File: src/rtl/imem_arbiter.sv
// imem_arbiter: shares one synchronous ROM read port between the instruction
// fetch channel and a data-side ROM read channel.
//
// One transaction is outstanding at a time. A request is accepted in IDLE, or
// in HOLD on the same cycle the pending response handshakes. Accept at cycle T
// drives the ROM at T. The read data is captured at T+1, and the response is
// valid from T+2. Data wins arbitration unless fetch has waited through
// STARVE_MAX consecutive data grants. An odd address never reaches the ROM
// and returns data 0 with err=1.
//
// Ports
//   clk, rst_n                              clock, async active-low reset
//   if_req_valid/ready/addr                 fetch request
//   if_rsp_valid/ready/data/err             fetch response
//   dm_req_valid/ready/addr                 data ROM read request
//   dm_rsp_valid/ready/data/err             data response
//   mem_en, mem_addr, mem_rdata             shared ROM port (rdata one cycle after en)
//   grant_dm                                owner of the transaction in flight (1 = data)
//
// state | meaning
// ------+--------------------------------------------------
// IDLE  | no transaction
// READ  | ROM access issued last cycle, data returns now
// HOLD  | response valid, waiting for the consumer
module imem_arbiter #(
    parameter int unsigned STARVE_MAX = 4
) (
    input  logic        clk,
    input  logic        rst_n,
    input  logic        if_req_valid,
    output logic        if_req_ready,
    input  logic [31:0] if_req_addr,
    output logic        if_rsp_valid,
    input  logic        if_rsp_ready,
    output logic [31:0] if_rsp_data,
    output logic        if_rsp_err,
    input  logic        dm_req_valid,
    output logic        dm_req_ready,
    input  logic [31:0] dm_req_addr,
    output logic        dm_rsp_valid,
    input  logic        dm_rsp_ready,
    output logic [31:0] dm_rsp_data,
    output logic        dm_rsp_err,
    output logic        mem_en,
    output logic [31:0] mem_addr,
    input  logic [31:0] mem_rdata,
    output logic        grant_dm
);

    localparam int unsigned CW = (STARVE_MAX < 1) ? 1 : $clog2(STARVE_MAX + 1);
    localparam logic [CW-1:0] STARVE_LIM = CW'(STARVE_MAX);

    typedef enum logic [1:0] {
        S_IDLE = 2'd0,
        S_READ = 2'd1,
        S_HOLD = 2'd2
    } state_t;

    state_t        state_q, state_d;
    logic [CW-1:0] starve_q, starve_d;
    logic          grant_q, grant_d;
    logic          misal_q, misal_d;
    logic          rsp_valid_q, rsp_valid_d;
    logic [31:0]   rsp_data_q, rsp_data_d;
    logic          rsp_err_q, rsp_err_d;

    logic          rsp_hs;
    logic          slot;
    logic          fetch_first;
    logic          pick_if;
    logic          pick_dm;
    logic          accept;
    logic [31:0]   win_addr;

    always_ff @(posedge clk or negedge rst_n) begin
        if (!rst_n) begin
            state_q     <= S_IDLE;
            starve_q    <= '0;
            grant_q     <= 1'b0;
            misal_q     <= 1'b0;
            rsp_valid_q <= 1'b0;
            rsp_data_q  <= '0;
            rsp_err_q   <= 1'b0;
        end else begin
            state_q     <= state_d;
            starve_q    <= starve_d;
            grant_q     <= grant_d;
            misal_q     <= misal_d;
            rsp_valid_q <= rsp_valid_d;
            rsp_data_q  <= rsp_data_d;
            rsp_err_q   <= rsp_err_d;
        end
    end

    always_comb begin
        state_d     = state_q;
        starve_d    = starve_q;
        grant_d     = grant_q;
        misal_d     = misal_q;
        rsp_valid_d = rsp_valid_q;
        rsp_data_d  = rsp_data_q;
        rsp_err_d   = rsp_err_q;

        rsp_hs = rsp_valid_q && (grant_q ? dm_rsp_ready : if_rsp_ready);
        // rst_n gates the accept slot so that req_ready and mem_en read 0
        // while reset is held, even though IDLE would otherwise accept.
        slot = rst_n && ((state_q == S_IDLE) || ((state_q == S_HOLD) && rsp_hs));
        fetch_first = if_req_valid && (!dm_req_valid || (starve_q >= STARVE_LIM));
        pick_if  = slot && fetch_first;
        pick_dm  = slot && dm_req_valid && !fetch_first;
        accept   = pick_if || pick_dm;
        win_addr = pick_dm ? dm_req_addr : if_req_addr;

        if_req_ready = pick_if;
        dm_req_ready = pick_dm;
        mem_en       = accept && !win_addr[0];
        mem_addr     = mem_en ? win_addr : 32'd0;

        case (state_q)
            S_IDLE: begin
                if (accept) state_d = S_READ;
            end
            S_READ: begin
                rsp_valid_d = 1'b1;
                rsp_data_d  = misal_q ? 32'd0 : mem_rdata;
                rsp_err_d   = misal_q;
                state_d     = S_HOLD;
            end
            S_HOLD: begin
                if (rsp_hs) begin
                    rsp_valid_d = 1'b0;
                    state_d     = accept ? S_READ : S_IDLE;
                end
            end
            default: begin
                rsp_valid_d = 1'b0;
                state_d     = S_IDLE;
            end
        endcase

        if (accept) begin
            grant_d = pick_dm;
            misal_d = win_addr[0];
        end

        // Counts data grants taken while fetch sits waiting; saturates.
        if (!if_req_valid || pick_if) begin
            starve_d = '0;
        end else if (pick_dm && (starve_q < STARVE_LIM)) begin
            starve_d = starve_q + 1'b1;
        end
    end

    assign grant_dm     = grant_q;
    assign if_rsp_valid = rsp_valid_q && !grant_q;
    assign dm_rsp_valid = rsp_valid_q && grant_q;
    assign if_rsp_data  = if_rsp_valid ? rsp_data_q : 32'd0;
    assign dm_rsp_data  = dm_rsp_valid ? rsp_data_q : 32'd0;
    assign if_rsp_err   = if_rsp_valid && rsp_err_q;
    assign dm_rsp_err   = dm_rsp_valid && rsp_err_q;

endmodule

File: config.mk
export PLATFORM = sky130hd
export DESIGN_NAME = imem_arbiter
export DESIGN_NICKNAME = d
export VERILOG_FILES = /design/src/rtl/imem_arbiter.sv
export SDC_FILE = /design/constraint.sdc
export NUM_CORES = 1
export LEC_CHECK = 0
export BUFFER_PORTS_ARGS = -buffer_cell sky130_fd_sc_hd__buf_2
export CAP_MARGIN = 20
export CELL_PAD_IN_SITES_DETAIL_PLACEMENT = 1
export CELL_PAD_IN_SITES_GLOBAL_PLACEMENT = 1
export CORE_ASPECT_RATIO = 1.2
export CORE_MARGIN = 2
export CORE_UTILIZATION = 25
export CTS_BUF_LIST = sky130_fd_sc_hd__clkbuf_4
export CTS_CLUSTER_DIAMETER = 50
export DETAILED_ROUTE_END_ITERATION = 6
export PLACE_DENSITY_LB_ADDON = 0.1
export REMOVE_ABC_BUFFERS = 1
export SLEW_MARGIN = 20
export SYNTH_ARGS = -nofsm -noshare
export SYNTH_HDL_FRONTEND = slang
export SYNTH_SLANG_ARGS = --single-unit
File: constraint.sdc
create_clock -name clk -period 1.3 [get_ports clk]
set_input_delay 0.065 -clock clk [delete_from_list [all_inputs] [get_ports clk]]
set_output_delay 0.065 -clock clk [all_outputs]
set_load 0.05 [all_outputs]
=== Word level (Yosys, flattened, before mapping) ===
Cells that the tools add are included.
Widths: inputs -> output; s select.

* Register bits after elaboration: 41
* Latch bits: 0
* Memory bits (writable): 0
* Memory bits (read-only): 0
* Input bits: 102
* Memories kept: 0

* Add/subtract/negate cells: 1
* $mul: 0
* Div/mod/pow operators: 0
* Magnitude comparators: 2
* Eq/ne operators: 4
* Shift operators: 0
* Mux-type cells: 14
* Bitwise operators: 1
* Reduce and logical (&&, ||, !) cells: 26

{| class="wikitable"
|+ Operators by type and width
! cell !! number
|-
| $mux 32 || 5
|-
| $logic_and 1x1->1 || 13
|-
| $mux 3 || 2
|-
| $pmux 2 s3 || 1
|-
| $logic_not 1->1 || 5
|-
| $logic_or 1x1->1 || 4
|-
| $mux 2 || 2
|-
| $ne 2x2->1 const B || 2
|-
| $reduce_and 2->1 || 2
|-
| $add 3x1->3 const B || 1
|-
| $ge 3x3->1 const B || 1
|-
| $lt 3x3->1 const B || 1
|-
| $mux 1 || 3
|-
| $pmux 1 s3 || 1
|-
| $eq 2x1->1 const B || 1
|-
| $eq 2x2->1 const B || 1
|-
| $logic_not 2->1 || 1
|-
| $reduce_bool 2->1 || 1
|-
| $not 1->1 || 1
|}

=== Longest topological paths before layout ===
* Depth after elaboration: 11
* Depth in mapped cells: 7
* Mapped depth without buffers: 4

=== Worst setup path after synthesis ===
OpenSTA, ideal clock, no wires.

* Kind: flip-flop to output port
* Start point: register grant_q, in the netlist grant_dm
* End point: output port if_req_ready
* Arrival time: 2372 ps
* Required time: 1235 ps
* Path slack: -1137 ps
* Stages on the path, launching flop included: 5
* Cell sequence: dfrtp_1 -> buf_4 -> mux2i_2 -> o22ai_4 -> nor3b_1

* Longest elaborated chain between the ends: 6

{| class="wikitable"
|+ Ends and longest elaborated chain
! what !! RTL line !! text
|-
| from (decl) || 61 || <nowiki>logic grant_q, grant_d;</nowiki>
|-
| from (signal assigned) || 87 || <nowiki>grant_q <= grant_d;</nowiki>
|-
| $mux 1 || 104 || <nowiki>rsp_hs = rsp_valid_q && (grant_q ? dm_rsp_ready : if_rsp_ready);</nowiki>
|-
| $logic_and 1x1->1 || 104 ||
|-
| $logic_and 1x1->1 || 107 || <nowiki>slot = rst_n && ((state_q == S_IDLE) || ((state_q == S_HOLD) && rsp_hs));</nowiki>
|-
| $logic_or 1x1->1 || 107 ||
|-
| $logic_and 1x1->1 || 107 ||
|-
| $logic_and 1x1->1 || 109 || <nowiki>pick_if = slot && fetch_first;</nowiki>
|-
| to (decl) || 31 || <nowiki>output logic if_req_ready,</nowiki>
|}

Every way passes these cells.

=== Worst setup path after layout ===
* Start point: register starve_q[2]
* End point: output port mem_addr[26]

* Longest elaborated chain between the ends: 9
* Elaborated cells between the ends (all ways): 11
* Classes of those cells: order compare (1); mux (2); reduce/logical (8)

{| class="wikitable"
|+ Ends and longest elaborated chain
! what !! RTL line !! text
|-
| from (decl) || 60 || <nowiki>logic [CW-1:0] starve_q, starve_d;</nowiki>
|-
| from (signal assigned) || 86 || <nowiki>starve_q <= starve_d;</nowiki>
|-
| $ge 3x3->1 (*) || 108 || <nowiki>fetch_first = if_req_valid && (!dm_req_valid || (starve_q >= STARVE_LIM));</nowiki>
|-
| $logic_or 1x1->1 (*) || 108 ||
|-
| $logic_and 1x1->1 (*) || 108 ||
|-
| $logic_not 1->1 || 110 || <nowiki>pick_dm = slot && dm_req_valid && !fetch_first;</nowiki>
|-
| $logic_and 1x1->1 || 110 ||
|-
| $mux 32 || 112 || <nowiki>win_addr = pick_dm ? dm_req_addr : if_req_addr;</nowiki>
|-
| $logic_not 1->1 || 116 || <nowiki>mem_en = accept && !win_addr[0];</nowiki>
|-
| $logic_and 1x1->1 || 116 ||
|-
| $mux 32 (*) || 117 || <nowiki>mem_addr = mem_en ? win_addr : 32'd0;</nowiki>
|-
| to (decl) || 45 || <nowiki>output logic [31:0] mem_addr,</nowiki>
|}

Mark *: on every way between the ends. The rest lies on a longest branch, timed or not.

==> flow_summary_export.csv <==
group,metric,value,unit
cts,root_buf_cell,"clkbuf_4",
critical_path,regToRegStartpoint,"grant_dm",
cts,cts_buffers,5,
job,cap_viol_max_count,0,
power,power.share.sequential,20.5,%
synth,yosys_most_used_dff,"dfrtp_1",
cts,clock_tree_from_tritoncts,"built",
cts,h_tree_depth,2,
final_layout,layout.filler_cells,1258,
critical_path,crit_family,"compound AO/OA/AOI/OAI gates",
die,dieArea,12300,um2
detailed_routing,final_routed_wire_length_divided_by_cell_count,17.8,um
synth,seq_area_frac_synth,35.9,%
detailed_routing,postRouteAntennaNets,0,
critical_path,critical_path.reg2reg.endpoint,"starve_q[0]",
synth,synth_seq_cells,41,
final_layout,layout.cells.most_common_list,"101 x buf_2, 98 x nand2_1, 67 x buf_6",
critical_path,cp.required,1240,ps
grt,grt_first_pass_wirelength,21.1,mm
die,die_y,121,um
status,violations,"setup timing",
timing,setup_slack,-522,ps
power,power.density_cell_area,1910,nW/um2
die,die-width,102,um
placement,dpl_cell_area,4160,um2
critical_path,beginning_of_the_critical_path,"starve_q[2]",
hold_path,hold_path_class,"input pin to flip-flop",
timing,timing.setup.tns,-41510,ps
final_layout,finalInstanceArea,6210,um2
detailed_routing,detail_route.drc_violations,0,
critical_path,ff2ff_setup_slack,-250,ps
grt,grt_start_max_net_pins,32,
final_layout,drive_gt1_share,60.0,%
detailed_routing,viasPerCell,4.66,
power,relative_contribution_of_the_clock_network_to_total_power,5.1,%
timing,finalWorstPathRequiredPeriod,1820,ps
placement,globalplace.congestion,0.740,
placement,io_buffer_count,204,
power,p_leak,2.92,nW
timing,peak_clock_frequency_supported_by_timing,549,MHz
critical_path,timing_worst_setup_path_type,"flip-flop to output port",
cts,clock_path_buffers,2,
synth,synth-async-reset-ratio,100,%
grt,grt.overflow.total,0,
cts,path_clk_slew,130,ps
critical_path,critical-path-max-stage-delay,420,ps
final_layout,area_delta_synth_final,117,%
power,p_int,6.16,mW
synth,edff_count_synth,0,
power,switching_power,5.68,mW
final_layout,final_common_cell,"buf_2",
detailed_routing,drt_first_iter_violations,77,
synth,synth.yosys.warnings,0,
cts,cts.sinks,41,
critical_path,timing.reg2reg.worst_path_depth,7,
critical_path,cp-endpoint,"mem_addr[26]",
critical_path,buffers_and_inverters_on_the_worst_path,2,
detailed_routing,firstDrtPassIters,4,
timing,unrepaired_setup_endpoints_after_global_routing,"yes",
power,vdd_ir_drop_max,774,uV
timing,timing_hold_violations_final,0,
synth,syn-mean-instance-area,7.76,um2
grt,initial_antenna_violation_count,2,
final_layout,utilization,56.0,%
timing,worst_hold_slack,113,ps
synth,synthesis.area,2860,um2
die,core.rowCount,42,
final_layout,layout.nets,737,
die,design.core.area,11100,um2
critical_path,cell_type_of_the_slowest_stage_on_the_worst_timing_path,"dfrtp_1",
timing,layout_worst_path_cycle_share,140,%
power,netSwitchingFraction,48.0,%
timing,report.final.slew_viol_count,0,
critical_path,arrival,1760,ps
placement,detailedPlacementHpwl,8.16,mm
critical_path,path_cells,"a21bo_2, o32ai_4, nand2_4, clkbuf_16, a21oi_2, buf_6",
grt,first_global_vias,4077,
cts,clock_insertion_delay_worst_skew,340,ps
synth,netlist-cell-type-count,30,
power,power.share.combinational,74.4,%
die,floorplan.initialDensity,25.8,%
die,boundaryPins,206,
status,status,"complete, but fails checks",
detailed_routing,postRouteWirelength,14.1,mm
grt,gr-usage-all-layers,21.9,%
critical_path,path_max_fanout,12,
detailed_routing,total_number_of_vias,3673,
timing,clock_skew,12.5,ps
critical_path,startpoint_type,"flip-flop",
critical_path,crit_cells,6,
hold_path,whs_path_depth,4,
timing,finalSetupViolations,109,
critical_path,critical_path.endpoint_type,"output port",
placement,pre_cts_slack,-237,ps
synth,post_synth_inst_count,368,
## power by group through the flow
stage          clock network [mW]  registers (mW)  logic, mW
6_report                    0.603            2.43       8.81
5_1_grt                     0.669            2.51       9.26
4_1_cts                     0.609            2.37       8.56
3_5_place_dp                    0            2.32       5.32
3_3_place_gp                    0            2.27       5.21
2_1_floorplan                   0            2.39       3.44
## cell usage after synthesis (2+ instances only)
master,instances,area [um2]
a21oi_1,3,15.0
a21oi_2,29,254
and2_1,36,225
and3_1,33,206
buf_2,9,45.0
buf_4,2,15.0
buf_6,3,33.8
clkbuf_1,19,71.3
dfrtp_1,41,1030
inv_1,3,11.3
nand2_1,98,368
nand2b_1,35,219
nand4_1,2,12.5
nor2_1,3,11.3
o21ai_0,37,185
## final cells by class
type	instances	area [um2]	share of cell area, %
Clock buffer	5	37.5	0.604
Antenna cell	2	5.00	0.0806
Tap cell	154	193	3.10
Inverter	3	13.8	0.222
Clock inverter	1	5.00	0.0806
Multi-Input combinational cell	291	2000	32.3
Timing Repair Buffer	292	2920	47.1
Sequential cell	41	1030	16.5
## worst min-delay path, cell delays in order
cell and delay (ps):
buf_2 140, nand2b_4 90, buf_4 100, nor3b_2 40
## worst min-delay path by stage
stage	start	endpoint	slack [ps]
6_report	rst_n	state_q[0]	110
5_1_grt	rst_n	state_q[0]	90
3_5_place_dp	rst_n	state_q[1]	80
3_3_place_gp	rst_n	rsp_valid_q	70
4_1_cts	rst_n	state_q[0]	90
2_1_floorplan	rst_n	grant_dm	-230
## state kept, by name, summed over array words and instances, names as in the netlist
| name | count |
|---|---|
| rsp_data_q | 32 |
| starve_q | 3 |
| state_q | 2 |
| grant_dm | 1 |
| misal_q | 1 |
| rsp_err_q | 1 |
| rsp_valid_q | 1 |
## timing repair
action | in CTS | in global routing
hold buffers | 33 | 0
pin swaps | 22 | 3
gates resized for setup | 344 | 40
setup buffers | 17 | 5
endpoints found under the setup margin | 108 | 121
hold endpoints to repair | 73 | 0
gates cloned | 6 | 5
## cells by family (layout without fill, tap and decap cells)
| family | after synthesis | in the layout | synth area share, % |
|---|---|---|---|
| simple gates | 213 | 213 | 38.4 |
| compound gates | 74 | 74 | 18.1 |
| flops | 41 | 41 | 35.9 |
| buf+inv | 36 | 301 | 6.18 |
| mux | 2 | 2 | 0.876 |
| fa+ha+maj | 1 | 1 | 0.438 |
| other cells | 1 | 3 | 0.131 |
## metal layers
metal / part of all wire [%] / GRT usage [%] / vias up
li1: - / - / 1733
met1: 36 / 23.0 / 1761
met2: 56 / 42.4 / 164
met3: 6.6 / 5.07 / 15
met4: 1.6 / 6.17 / 0
met5: 0 / 0 / -
## metrics by stage
step                power (mW)  std cells
floorplan                 5.83        335
global placement          7.48        721
detailed placement        7.64        721
CTS                       11.5        782
global route              12.4        789
finish                    11.8        789
Power figures use the tool's default switching activity.
